`src/rtl/prog_loader.sv`:
```
// prog_loader: byte-serial program loader in front of the MIPS core.
// Parses a framed byte stream (A5, length hi/lo, 4*N data bytes, XOR checksum),
// writes big-endian instruction words to word addresses 0..N-1, and holds the
// core in reset until the whole frame has been loaded and its checksum matched.
//
// Handshake: a byte moves from the source into the loader on a rising edge where
// byte_valid && byte_ready are both high. The source keeps byte_data stable while
// byte_valid is high and unaccepted; byte_ready is a registered output that is high
// exactly while the loader is in a byte-consuming state.
module prog_loader #(
   parameter int ADDR_WIDTH = 10,
   parameter int MAX_WORDS  = 1024
) (
   input  logic                  clk,
   input  logic                  rst,
   input  logic                  start,
   input  logic                  byte_valid,
   input  logic [7:0]            byte_data,
   output logic                  byte_ready,
   output logic                  imem_we,
   output logic [ADDR_WIDTH-1:0] imem_addr,
   output logic [31:0]           imem_wdata,
   output logic                  cpu_rst,
   output logic                  done,
   output logic                  error,
   output logic [1:0]            err_code,
   output logic [ADDR_WIDTH:0]   word_count,
   output logic [2:0]            state_dbg
);

   typedef enum logic [2:0] {
      S_IDLE   = 3'd0,
      S_HDR    = 3'd1,
      S_LEN_HI = 3'd2,
      S_LEN_LO = 3'd3,
      S_DATA   = 3'd4,
      S_CSUM   = 3'd5,
      S_DONE   = 3'd6,
      S_ERR    = 3'd7
   } state_t;

   localparam logic [7:0]  HDR_BYTE = 8'hA5;
   localparam logic [16:0] MAX_LEN  = 17'(MAX_WORDS);

   state_t      state;
   logic [15:0] len;        // program length N in words
   logic [23:0] word_sr;    // first three bytes of the word being assembled
   logic [1:0]  byte_cnt;   // position of the next data byte inside its word
   logic [7:0]  csum;       // running XOR of data bytes

   logic        xfer;
   logic [15:0] len_next;
   logic        len_bad;
   logic [15:0] words_next;

   assign xfer       = byte_valid && byte_ready;
   assign len_next   = {len[15:8], byte_data};
   assign len_bad    = (len_next == 16'd0) || ({1'b0, len_next} > MAX_LEN);
   assign words_next = 16'(word_count) + 16'd1;
   assign state_dbg  = state;

   // Frame-parsing FSM; every output is registered and updated on the transition.
   always_ff @(posedge clk) begin
      if (rst) begin
         state      <= S_IDLE;
         byte_ready <= 1'b0;
         imem_we    <= 1'b0;
         imem_addr  <= '0;
         imem_wdata <= '0;
         cpu_rst    <= 1'b1;
         done       <= 1'b0;
         error      <= 1'b0;
         err_code   <= 2'd0;
         word_count <= '0;
         len        <= '0;
         word_sr    <= '0;
         byte_cnt   <= 2'd0;
         csum       <= '0;
      end else begin
         imem_we <= 1'b0;
         case (state)
            S_IDLE, S_DONE, S_ERR: begin
               if (state == S_IDLE) begin
                  word_count <= '0;
                  csum       <= '0;
                  byte_cnt   <= 2'd0;
               end
               if (start) begin
                  state      <= S_HDR;
                  byte_ready <= 1'b1;
                  cpu_rst    <= 1'b1;
                  done       <= 1'b0;
                  error      <= 1'b0;
                  err_code   <= 2'd0;
                  word_count <= '0;
                  csum       <= '0;
                  byte_cnt   <= 2'd0;
               end
            end
            S_HDR: begin
               if (xfer) begin
                  if (byte_data == HDR_BYTE) begin
                     state <= S_LEN_HI;
                  end else begin
                     state      <= S_ERR;
                     byte_ready <= 1'b0;
                     error      <= 1'b1;
                     err_code   <= 2'd1;
                  end
               end
            end
            S_LEN_HI: begin
               if (xfer) begin
                  len[15:8] <= byte_data;
                  state     <= S_LEN_LO;
               end
            end
            S_LEN_LO: begin
               if (xfer) begin
                  len <= len_next;
                  if (len_bad) begin
                     state      <= S_ERR;
                     byte_ready <= 1'b0;
                     error      <= 1'b1;
                     err_code   <= 2'd2;
                  end else begin
                     state <= S_DATA;
                  end
               end
            end
            S_DATA: begin
               if (xfer) begin
                  word_sr  <= {word_sr[15:0], byte_data};
                  csum     <= csum ^ byte_data;
                  byte_cnt <= byte_cnt + 2'd1;
                  if (byte_cnt == 2'd3) begin
                     imem_we    <= 1'b1;
                     imem_addr  <= word_count[ADDR_WIDTH-1:0];
                     imem_wdata <= {word_sr, byte_data};
                     word_count <= word_count + {{ADDR_WIDTH{1'b0}}, 1'b1};
                     // byte_ready stays high so the checksum can follow immediately
                     if (words_next == len) state <= S_CSUM;
                  end
               end
            end
            S_CSUM: begin
               if (xfer) begin
                  byte_ready <= 1'b0;
                  if (byte_data == csum) begin
                     state   <= S_DONE;
                     done    <= 1'b1;
                     cpu_rst <= 1'b0;
                  end else begin
                     state    <= S_ERR;
                     error    <= 1'b1;
                     err_code <= 2'd3;
                  end
               end
            end
            default: state <= S_IDLE;
         endcase
      end
   end

endmodule

```
`config.mk`:
```
export PLATFORM = sky130hd
export DESIGN_NAME = prog_loader
export DESIGN_NICKNAME = d
export VERILOG_FILES = /design/src/rtl/prog_loader.sv
export SDC_FILE = /design/constraint.sdc
export NUM_CORES = 1
export LEC_CHECK = 0
export ABC_CLOCK_PERIOD_IN_PS = 4800
export CAP_MARGIN = 20
export CORE_MARGIN = 5
export CORE_UTILIZATION = 58
export CTS_CLUSTER_SIZE = 24
export DETAILED_ROUTE_END_ITERATION = 10
export PLACE_DENSITY = 0.92
export SYNTH_ARGS = -nofsm -noshare
export SYNTH_HDL_FRONTEND = slang
export SYNTH_SLANG_ARGS = --single-unit
```
`constraint.sdc`:
```
create_clock -name clk -period 4.8 [get_ports clk]
set_input_delay 0.48 -clock clk [delete_from_list [all_inputs] [get_ports clk]]
set_output_delay 0.48 -clock clk [all_outputs]
set_load 0.01 [all_outputs]
```
Word level (Yosys, flattened, before mapping)
Index checks and enable logic that the tools add are counted.
{"block": "classes", "n_addsub": 3, "order_cmp": 1, "eq_ne": 24, "muxes": 57, "bitwise_logic": 4, "n_reduce_logical": 19}
{"op": "$mux W11", "count": 4}
{"op": "$mux W8", "count": 4}
{"op": "$pmux W8 S2", "count": 2}
{"op": "$mux W3", "count": 9}
{"op": "$ne A2 B2 Y1 const B", "count": 12}
{"op": "$mux W2", "count": 11}
{"op": "$pmux W11 S2", "count": 1}
{"op": "$mux W1", "count": 19}
{"op": "$pmux W3 S6", "count": 1}
{"op": "$eq A12 B16 Y1", "count": 1}
{"op": "$gt A16 B11 Y1 const B", "count": 1}
{"op": "$logic_not A16 Y1", "count": 1}
{"op": "$reduce_and A8 Y1", "count": 2}
{"op": "$add A11 B1 Y12 const B", "count": 1}
{"op": "$eq A3 B3 Y1 const B", "count": 4}
{"op": "$add A11 B1 Y11 const B", "count": 1}
{"op": "$reduce_and A3 Y1", "count": 3}
{"op": "$eq A8 B8 Y1", "count": 1}
{"op": "$eq A8 B8 Y1 const B", "count": 1}
{"op": "$pmux W1 S4", "count": 2}
{"op": "$pmux W2 S4", "count": 1}
{"op": "$reduce_and A4 Y1", "count": 2}
{"op": "$xor A8 B8 Y8", "count": 1}
{"op": "$reduce_and A7 Y1", "count": 1}
{"op": "other kinds (15)", "count": 22}
{"block": "totals", "reg_bits": 113, "out_inout_bits": 63, "word_cells": 123}

Depth between registers and ports, before layout
{"block": "logic_depth", "ltp_word": 6, "depth_mapped": 8, "depth_no_buf": 7}

Worst setup path after synthesis
No wires, ideal clock.
{"block": "synth_timing", "path_kind": "register to register", "from": "register word_count[0]", "to": "register state[2] (netlist: state_dbg[2])", "setup_time_ns": 0.117, "arrival_ns": 2.286, "t_required_ns": 4.683, "slack_ns": 2.396, "path_stages_with_launch": 8, "path_cell_list": "dfxtp_1 > ha_1 > nand3_1 > nor2_1 > xnor2_1 > or4_1 > or4_4 > a32o_1"}
{"block": "synth_via", "elab_chain_len": 4}
{"element": "start: declaration", "line_no": "27", "text": "output logic [ADDR_WIDTH:0] word_count,"}
{"element": "start signal: assignment", "line_no": "140", "text": "word_count <= word_count + {{ADDR_WIDTH{1'b0}}, 1'b1};"}
{"element": "$add A11 B1 Y12", "line_no": "59", "text": "assign words_next = 16'(word_count) + 16'd1;"}
{"element": "$eq A12 B16 Y1", "line_no": "142", "text": "if (words_next == len) state <= S_CSUM;"}
{"element": "$ne A2 B2 Y1 (no source line)"}
{"element": "$reduce_and A8 Y1 (no source line)"}
{"element": "end signal: assignment", "line_no": "65", "text": "state <= S_IDLE;"}
{"element": "end signal: assignment", "line_no": "142"}
{"element": "end signal: assignment", "line_no": "150", "text": "state <= S_DONE;"}
{"element": "end: declaration", "line_no": "45", "text": "state_t state;"}
No other way between the ends.
A chain may end at the register's enable or synchronous reset.

Worst setup path after layout
{"block": "layout_timing", "from": "register state[2] (netlist: state_dbg[2])", "to": "register word_count[3]"}
{"block": "layout_via", "elab_chain_len": 4}
{"element": "start signal: assignment", "line_no": "65"}
{"element": "start signal: assignment", "line_no": "89", "text": "state <= S_HDR;"}
{"element": "start signal: assignment", "line_no": "103", "text": "state <= S_LEN_HI;"}
{"element": "$eq A3 B3 Y1 / $logic_not A3 Y1 (equally long branches)", "line_no": "81, 83"}
{"element": "$reduce_or A3 Y1", "line_no": "81", "text": "case (state)"}
{"element": "$ne A3 B3 Y1 (no source line) / $reduce_bool A2 Y1 (equally long branches)"}
{"element": "$reduce_and A4 Y1 (no source line)"}
Parallel ways exist; a longest one is shown, timed or not.

==> impl_metrics.yaml <==
sta:
  rsz0062_at_grt: "no"
  setup_viol: 0
  hold_viol_final: 0
  worst_slew_pin_slew_ns: 1.129
  finalCritPeriodShare: 0.6510
  maxSlewViolCount: 0
  skew_ns: 0.007535
  setup-tns-final_ns: 0
  fin_crit_ns: 3.125
  setup_ws_ns: 1.675
  fmax_mhz: 320.0
  relSlewSlack: 0.2476
  whs_ns: 0.4530
layout:
  drive_gt1_frac: 0.07028
  seq_area_um2: 2262
  n_fill_cell: 516
  multi_input_area_um2: 2447
  syn2layout_area_growth_pct: 27.11
  fin_nets: 685
  post-route-util: 0.7603
  num_antenna_cells: 0
synth:
  ys_ff_latch: 113
  avgSynthCellArea_um2: 7.927
  synth.area.top_cells: "dfxtp_1, nand2_1, a21oi_1, nor2_1, clkbuf_1"
  synth_top_area_share: 0.4603
  synth_warnings: 0
  synthDistinctLibCells: 56
  syn_inst: 620
  syn_area_um2: 4915
  synthArstFlopShare: 0
  synth_fp_nets: 635
  synth_largest_area_cell: "dfxtp_1"
  synth_top_flop_cell: "dfxtp_1"
  yosysSeqAreaShare: 0.4603
  synth_edf_count: 0
grt:
  overflow: 0
  antenna_found_initial: 0
  grt_max_degree: 112
  grt_pass1_vias: 4549
  track_usage: 0.2785
  grt_pass1_wl_um: 22780
detailed_routing:
  remaining_drc_errors: 0
  drtAntennaViolNets: 0
  vias_per_cell: 6.253
  drtIter0Drc: 533
  routedWlPerCell_um: 18.36
  dr.pass1.iters: 7
  vias: 4927
  routed_wl_um: 14470
power:
  pwr_density_cell_nw_per_um2: 429.1
  fin_total_pwr_mw: 2.681
  p_leak_nw: 2.140
  ir_worst_vdd_v: 0.0003966
cts:
  cts_resized: 0
  cts_sinks: 113
  clockBufferDepth: 2
  h-tree-depth: 4
  path_clk_slew_ns: 0.06
  root_buffer: "clkbuf_8"
  cts_buffers: 17
  cts_setup_buffers: 0
  clock_latency_ns: 0.53
  cts_tree: "built"
  cts_hold_buf: 0
floorplanning:
  dieArea_um2: 10410
  io_pins: 75
  die_x_um: 102.1
  rows: 33
  core_um2: 8217
  start_util: 0.5981
  die_y_um: 102.1
critical_path:
  reg2reg_slack_ns: 1.68
  crit_type: "register to register"
  cp-start-kind: "register"
  cp.arrival_ns: 3.57
  required_ns: 5.24
  endpoint_kind: "register"
  worst-path-max-fanout: 55
placement:
  io_buffers: 74
  post-place-ws_ns: 1.729
  hpwl_um: 8299
  gp_congestion: 0.8778
worst_hold_path:
  min_path_type: "register to register"
job:
  max_cap_violations: 0
run_status:
  outcome: "complete, no violations"
[worst max-delay path: stages, from the launching register on]
cell	delay, ns
dfxtp_1	0.70
or3b_1	0.47
nor2_2	0.10
buf_4	0.34
nand2_2	0.67
or3_1	0.60
a21oi_1	0.15
[cell usage after synthesis, drive strengths merged, types with 5 or more instances]
cell	n
nand2	155
dfxtp	113
a21oi	100
nor2	37
clkbuf	36
nand3	22
xnor2	15
nor3	14
o21ai	14
buf	11
mux2i	10
o211a	8
inv	6
xor2	6
a31oi	5
nand4	5
[layer usage]
metal	vias to the layer above	track usage	share of wire
li1	2235	-	-
met1	2305	0.3406	0.39
met2	315	0.4558	0.48
met3	72	0.06485	0.090
met4	0	0.1483	0.044
met5	-	0	0
[area by class of cell]
type,instances,area share
Multi-Input combinational cell,453,0.3917
Sequential cell,113,0.3621
Inverter,7,0.004206
Tap cell,105,0.02103
Clock buffer,19,0.07070
Clock inverter,13,0.02403
Timing Repair Buffer,78,0.1262
[metrics by stage]
| step | cell area, um2 | instances |
|---|---|---|
| global placement | 5620 | 754 |
| finish | 6247 | 788 |
| CTS | 6212 | 786 |
| floorplan | 4915 | 620 |
| detailed placement | 5620 | 754 |
| global route | 6247 | 788 |
[where the power goes]
part | internal (mW) | switching (mW) | total (mW)
logic | 0.155 | 0.244 | 0.400
clock network | 0.774 | 0.477 | 1.25
registers | 0.965 | 0.0647 | 1.03
total | 1.89 | 0.787 | 2.68
[path summary, 6_finish.rpt]
kind | startpoint | endpoint | cells past startpoint
worst min-delay path | imem_addr[6] | imem_addr[6] | 2
worst max-delay path | state_dbg[2] | word_count[3] | 6
worst max register to register | state_dbg[2] | word_count[3] | 6
worst min register to register | imem_addr[6] | imem_addr[6] | 2
[sequential cells by signal, indices dropped and copies added (netlist names), 2 cells and up]
| register | cells |
|---|---|
| byte_cnt | 2 |
| csum | 8 |
| err_code | 2 |
| imem_addr | 10 |
| imem_wdata | 32 |
| len | 16 |
| state_dbg | 3 |
| word_count | 11 |
| word_sr | 24 |
[placed cells by master, fill, tap and decap left out, drive strengths merged, types with 2 or more instances in the layout]
| cell type | count |
|---|---|
| a21oi | 100 |
| o211a | 8 |
| nand3 | 22 |
| clkdlybuf4s50 | 73 |
| o31ai | 3 |
| nand2 | 155 |
| ha | 3 |
| nor4 | 4 |
| a22oi | 2 |
| a31oi | 5 |
| nor2 | 37 |
| inv | 11 |
| bufinv | 2 |
| mux2i | 10 |
| nor3 | 14 |
| clkbuf | 20 |
| xor2 | 6 |
| dfxtp | 113 |
| a21boi | 2 |
| or3 | 4 |
| and2 | 3 |
| xnor2 | 15 |
| a221oi | 3 |
| o2111ai | 2 |
| and3 | 4 |
| a21o | 4 |
| and4 | 3 |
| nand4 | 5 |
| clkinvlp | 5 |
| nand3b | 4 |
| nor2b | 2 |
| clkinv | 2 |
| nand2b | 3 |
| buf | 4 |
| or4 | 2 |
| o21ai | 14 |
[cells by family after synthesis]
kind of cell,count (synthesis),share of synthesized area
XOR/XNOR,21,0.03742
AO/OA/AOI/OAI,154,0.1881
AND/OR/NAND/NOR,265,0.2419
adder cells (fa/ha/maj),3,0.007638
buffers and inverters,54,0.04430
flip-flops,113,0.4603
multiplexers,10,0.02037
(Power assumes the default switching activity.)
